## src/rtl/sipo_rx.sv

```systemverilog
// sipo_rx: serial-to-parallel receiver for the receive end of a router link.
//
// Samples one serial bit per clock with serial_valid=1, MSB first, and
// assembles WIDTH-bit words. Each finished word is presented on a registered
// valid/ready port ahead of the despreading logic.
//
// Optional build macro: PARITY_CHECK_EN
//   defined   : each word carries one trailing even-parity bit after the data
//               bits. par_err reports (XOR of data bits) ^ parity bit.
//   undefined : words are WIDTH bits and par_err is tied to 0.
//
// Ports:
//   clk          rising-edge clock
//   rst          synchronous active-low reset (asserted when 0)
//   serial_in    serial data bit, MSB of the word first
//   serial_valid serial_in is sampled this cycle
//   frame_start  with serial_valid: this bit is the first bit of a word
//   overrun_clr  clears the sticky overrun flag
//   par_out      assembled word, held while par_valid=1
//   par_valid    par_out holds an unconsumed word
//   par_ready    consumer accepts the word
//   par_err      parity error flag for the word on par_out
//   overrun      sticky: a completed word was dropped
//   sync_err     one-cycle pulse: a partial word was discarded by frame_start
//
// Handshake: a word transfers on every rising edge where par_valid and
// par_ready are both 1. While par_valid=1, par_out and par_err are held
// until that transfer. par_valid never depends combinationally on par_ready.
// A word that completes while the held word is not being taken is dropped
// and overrun is set.
module sipo_rx #(
  parameter int WIDTH = 4,
  parameter int CNT_W = 3
) (
  input  logic             clk,
  input  logic             rst,
  input  logic             serial_in,
  input  logic             serial_valid,
  input  logic             frame_start,
  input  logic             overrun_clr,
  output logic [WIDTH-1:0] par_out,
  output logic             par_valid,
  input  logic             par_ready,
  output logic             par_err,
  output logic             overrun,
  output logic             sync_err
);

  // Index of the final bit of a word: the parity bit when parity is enabled.
`ifdef PARITY_CHECK_EN
  localparam int LAST = WIDTH;
`else
  localparam int LAST = WIDTH - 1;
`endif

  typedef enum logic {IDLE, SHIFT} state_t;

  state_t           state;
  logic [WIDTH-1:0] shift_reg;
  logic [CNT_W-1:0] count;

  logic             done;
  logic             take;
  logic [WIDTH-1:0] word;
`ifdef PARITY_CHECK_EN
  logic             word_err;
`endif

  always_comb begin
    // The final bit of the word is being sampled this cycle.
    done = (state == SHIFT) && serial_valid && !frame_start &&
           (count == CNT_W'(LAST));
    // The output slot is free or is being emptied on this same edge.
    take = !par_valid || par_ready;
`ifdef PARITY_CHECK_EN
    // The data bits are already in shift_reg; the current bit is the parity bit.
    word     = shift_reg;
    word_err = (^shift_reg) ^ serial_in;
`else
    // The current bit is the LSB and completes the word.
    word = WIDTH'({shift_reg, serial_in});
`endif
  end

  always_ff @(posedge clk) begin
    if (!rst) begin
      state     <= IDLE;
      shift_reg <= '0;
      count     <= '0;
      par_out   <= '0;
      par_valid <= 1'b0;
      overrun   <= 1'b0;
      sync_err  <= 1'b0;
`ifdef PARITY_CHECK_EN
      par_err   <= 1'b0;
`endif
    end else begin
      sync_err <= 1'b0;

      case (state)
        IDLE: begin
          if (serial_valid && frame_start) begin
            shift_reg <= WIDTH'(serial_in);
            count     <= CNT_W'(1);
            state     <= SHIFT;
          end
        end
        SHIFT: begin
          if (serial_valid) begin
            if (frame_start) begin
              // A non-zero count means a partial word is being thrown away.
              if (count != '0) sync_err <= 1'b1;
              shift_reg <= WIDTH'(serial_in);
              count     <= CNT_W'(1);
            end else if (done) begin
              // Stay in SHIFT so the next word streams in without frame_start.
              count <= '0;
`ifndef PARITY_CHECK_EN
              shift_reg <= word;
`endif
            end else begin
              shift_reg <= WIDTH'({shift_reg, serial_in});
              count     <= count + 1'b1;
            end
          end
        end
        default: state <= IDLE;
      endcase

      // Output slot: load a completed word if there is room, else drop it.
      if (done && take) begin
        par_out   <= word;
        par_valid <= 1'b1;
`ifdef PARITY_CHECK_EN
        par_err   <= word_err;
`endif
      end else if (par_valid && par_ready) begin
        par_valid <= 1'b0;
`ifdef PARITY_CHECK_EN
        par_err   <= 1'b0;
`endif
      end

      // A drop on the same edge as overrun_clr keeps the flag set.
      if (done && !take) begin
        overrun <= 1'b1;
      end else if (overrun_clr) begin
        overrun <= 1'b0;
      end
    end
  end

`ifndef PARITY_CHECK_EN
  assign par_err = 1'b0;
`endif

endmodule

```

## config.mk

```make
export PLATFORM = sky130hd
export DESIGN_NAME = sipo_rx
export DESIGN_NICKNAME = d
export VERILOG_FILES = /design/src/rtl/sipo_rx.sv
export SDC_FILE = /design/constraint.sdc
export NUM_CORES = 1
export LEC_CHECK = 0
export BUFFER_PORTS_ARGS = -buffer_cell sky130_fd_sc_hd__buf_2
export CAP_MARGIN = 20
export CORE_AREA = 2 2 41 43
export CTS_CLUSTER_SIZE = 12
export DETAILED_ROUTE_END_ITERATION = 10
export DIE_AREA = 0 0 43 45
export PLACE_DENSITY = 0.67
export SLEW_MARGIN = 30
export SYNTH_ARGS = -nofsm -noshare
export SYNTH_HDL_FRONTEND = slang
export SYNTH_SLANG_ARGS = --single-unit
```

## constraint.sdc

```tcl
create_clock -name clk -period 1.05 [get_ports clk]
set_input_delay 0.21 -clock clk [delete_from_list [all_inputs] [get_ports clk]]
set_output_delay 0.21 -clock clk [all_outputs]
set_load 0.03 [all_outputs]
```

After elaboration in Yosys (flattened, before gate mapping)
Cells that the tools add are included.

cells by class
  equality and inequality tests = 3
  bitwise operators = 1
  reductions and logical operators = 16
  muxes and demuxes = 16
  $add $sub $neg = 1

operator list
  operator               number
  $mux W3                7
  $pmux W3 S2            2
  $logic_and A1 B1 Y1    7
  $mux W1                7
  $ne A2 B2 Y1 const B   2
  $reduce_and A4 Y1      1
  $reduce_bool A2 Y1     2
  $add A3 B1 Y3 const B  1
  $eq A3 B2 Y1 const B   1
  $logic_not A1 Y1       3
  $reduce_bool A3 Y1     1
  $reduce_and A2 Y1      1
  $logic_or A1 B1 Y1     1
  $not A1 Y1             1

word-level totals
  word-level logic and storage cells = 44
  flip-flop bits (word level) = 14
  output and inout bits = 8

Depth between registers and ports, before layout
  depth in word-level cells = 7
  gate-level depth with buffers = 4
  depth with buffers taken out = 4

Worst setup path before layout
OpenSTA, ideal clock, no wires.

  path kind = reg2reg
  start point = reg par_valid
  end point = reg overrun
  required time = 0.992 ns
  setup time = 0.058 ns
  cell stages (with the launch flop) = 4
  clock period less this slack = 1.164 ns
  path buffers = 0
  path slack = -0.114 ns
  arrival time = 1.106 ns
  cell sequence = dfxtp_1 > nor2b_1 > and4_1 > o21a_1

on the way
  cells in the longest elaborated chain, start to end = 5

RTL lines
  item                                           RTL line  RTL
  from (decl)                                    42        output logic par_valid,
  from (signal assigned)                         91        par_valid <= 1'b0;
  from (signal assigned)                         133       par_valid <= 1'b1;
  from (signal assigned)                         138       par_valid <= 1'b0;
  $logic_not A1 Y1 *                             74        take = !par_valid || par_ready;
  $logic_or A1 B1 Y1 *                           74
  $logic_not A1 Y1 *                             145       if (done && !take) begin
  $logic_and A1 B1 Y1 *                          145
  $mux W1 or $reduce_bool A2 Y1 (tied branches)  n/a
  to (signal assigned)                           92        overrun <= 1'b0;
  to (signal assigned)                           146       overrun <= 1'b1;
  to (signal assigned)                           148       overrun <= 1'b0;
  to (decl)                                      45        output logic overrun,

Every way passes the cells marked *; elsewhere a longest branch is shown, timed or not.
A chain may end at the register's enable or synchronous reset.

Final worst setup path
  start point = reg count[1]
  end point = reg count[0]

on the way
  cells in the longest elaborated chain, start to end = 6

RTL lines
  item                    RTL line  RTL
  from (decl)             60        logic [CNT_W-1:0] count;
  from (signal assigned)  123       count <= count + 1'b1;
  $eq A3 B2 Y1            72        (count == CNT_W'(LAST));
  $logic_and A1 B1 Y1     71        done = (state == SHIFT) && serial_valid && !frame_start &&
  $mux W3                 115       end else if (done) begin
  $mux W3                 110       if (frame_start) begin
  $mux W3                 109       if (serial_valid) begin
  $pmux W3 S2             100       case (state)

Every way passes these cells. The select of a mux whose other input is x is not followed.

==> results.cfg <==
[floorplan]
rows = 14
core-area_um2 = 1470
start_util = 0.418
die-area_um2 = 1940
die-width_um = 43
ioPinCount = 15
die_y_um = 45

[placed_design]
post-dp-hpwl_um = 875
pre_cts_slack_ns = -0.140
io_buffers = 13
gp_congestion = 0.762
placed_area_um2 = 747

[run]
drv_cap = 0

[setup_path]
setup.worst_path.end_class = register
worstPathMaxFanout = 3
startpoint_type = register
cp-endpoint = count[0]
cp_num_buf_inv = 1
cp_top_family = flip-flops
rr_endpoint = count[0]
crit_path_start = count[1]
cp.arrival_ns = 1.29
critical-path-max-stage-delay_ns = 0.37
required_ns = 1.22
r2r_slack_ns = -0.07
worst_path_max_delay_cell = dfxtp_4
ff2ff_path_depth = 5
regToRegStartpoint = count[1]
path_class = reg -> reg
worstPathCellList = ha_4 -> nand2b_4 -> buf_4 -> a31oi_2 -> o21ai_1
worst-path-stages = 5

[power]
power_density_nw_per_um2 = 1160
vdd_drop_max_mv = 0.587
p_leak_nw = 0.321

[cts]
cts.path.max_buffers = 2
cts_tree = yes
clk_latency_ns = 0.28
path_clk_slew_ns = 0.08
cts_sinks = 14
cts-hold-fix-buffers = 0
htree_levels = 1
cts-root-buf = clkbuf_4
cts_buffers = 3

[routing]
viasPerCell = 5.40
vias = 545
wire_per_inst_um = 12.1
route.detailed.drc = 0
wl_met3_um = 65
met2_length_um = 590
first_iter_violations = 12
wl_met1_um = 546
antenna_left = 0
wl_um = 1220
firstDrtPassIters = 4
highest_layer = met4

[yosys]
ys_ff_latch = 14
ys_async_sr_fraction = 0
ys_seq_area_frac = 0.455
yosys.area.top_type = dfxtp_1
synthCells = 66
yosys_most_used_dff = dfxtp_1
synth.area.top_cells = dfxtp_1 (46%), mux2i_1 (8.1%), nor2b_1 (7.1%), nand2_1 (6.7%), ha_1 (4.1%)
synth-edff-count = 0
yosys.area.top_type_share = 0.455
yosysWarnings = 0
synth_area_um2 = 616
syn_nets = 75
syn_avg_cell_area_um2 = 9.33
synth_cell_type_count = 26

[sta]
fmax_ghz = 0.889
finalWorstSetupSlack_ns = -0.0747
holdWs_ns = 0.200
finalSetupViolCount = 7
fin_crit_sh = 1.07
hold_viol_final = 0
layout_min_cycle_time_ns = 1.12
rsz0062_at_grt = yes
drv_slew = 0
skew_ns = 0.00558

[finish]
final_area_um2 = 805
area_growth_pct = 30.7
n_fill_cell = 138
drive_gt1_frac = 0.388
antenna_cells = 0
final_common_cell = nand2_1
nets = 96
largest_reg_flops = 4
layout_common_cells = nand2_1 (11), dfxtp_1 (10), buf_2 (10)

[global_route]
grt_pass1_vias = 483
grt_pass1_wl_um = 1910
grt_overflow = 0
grt_max_degree = 20
grt.total_usage = 0.133
antenna_found_initial = 0

[outcome]
status = finished with violations
violations = negative setup slack

[min_path]
min_path_type = in -> reg
==> stage by stage <==
stage / std cells / util / power [mW] / setup TNS (ns)
after floorplan: 66 / - / 0.612 / 0
after global placement: 96 / 0.508 / 0.648 / -0.400
after detailed placement: 96 / 0.508 / 0.649 / -0.536
after CTS: 100 / 0.528 / 0.947 / -0.362
after global routing: 101 / 0.547 / 0.979 / -0.731
final: 101 / 0.547 / 0.930 / -0.364
==> power by group <==
group	switching, mW	total, mW	internal, mW
Combinational	0.0513	0.0916	0.0404
Sequential	0.00956	0.549	0.539
Clock	0.157	0.290	0.133
Total	0.218	0.930	0.712
==> cell families (layout without fill, tap and decap cells) <==
kind of cell / Yosys count / count (layout) / synth area share
DFF: 14 / 14 / 0.455
muxes: 5 / 5 / 0.0813
other: 1 / 1 / 0.00609
AOI/OAI and AO/OA: 12 / 12 / 0.126
and+or+nand+nor: 26 / 26 / 0.246
buffers and inverters: 6 / 25 / 0.0447
adders and majority gates: 2 / 2 / 0.0406
==> cell usage after synthesis (2+ instances only) <==
cell type	instances
a21oi_1	3
a22oi_1	2
dfxtp_1	14
ha_1	2
inv_1	3
mux2i_1	5
nand2_1	11
nor2b_1	7
o21a_1	2
==> worst min-delay path: stages <==
cell and delay (ns):
buf_2 0.11, nand2_1 0.05, mux2i_1 0.06
==> how the worst min path moves through the flow <==
stage | start | end | cells after the start
6_report | serial_in | par_out[0] | 3
4_1_cts | serial_in | par_out[0] | 3
2_1_floorplan | serial_valid | count[2] | 1
5_1_grt | serial_in | par_out[0] | 3
3_3_place_gp | par_out[1] | par_out[1] | 2
3_5_place_dp | par_out[2] | par_out[2] | 2
==> timing repair <==
item,in CTS,in global routing
buffers inserted,1,1
endpoints found under the hold margin,0,0
endpoints found under the setup margin,5,9
pin swaps,3,1
resized for setup,0,8
==> metal layers <==
layer / global-route usage / vias to the layer above
li1: - / 263
met1: 0.157 / 261
met2: 0.221 / 19
met3: 0.0240 / 2
met4: 0.0909 / 0
met5: 0 / -
==> area by class of cell <==
class	instances	area, um^2	area share
Multi-Input combinational cell	46	345	0.429
Timing Repair Buffer	19	118	0.146
Clock buffer	3	22.5	0.0280
Sequential cell	14	288	0.358
Tap cell	16	20.0	0.0249
Inverter	3	11.3	0.0140
Power figures use the tool's default switching activity.
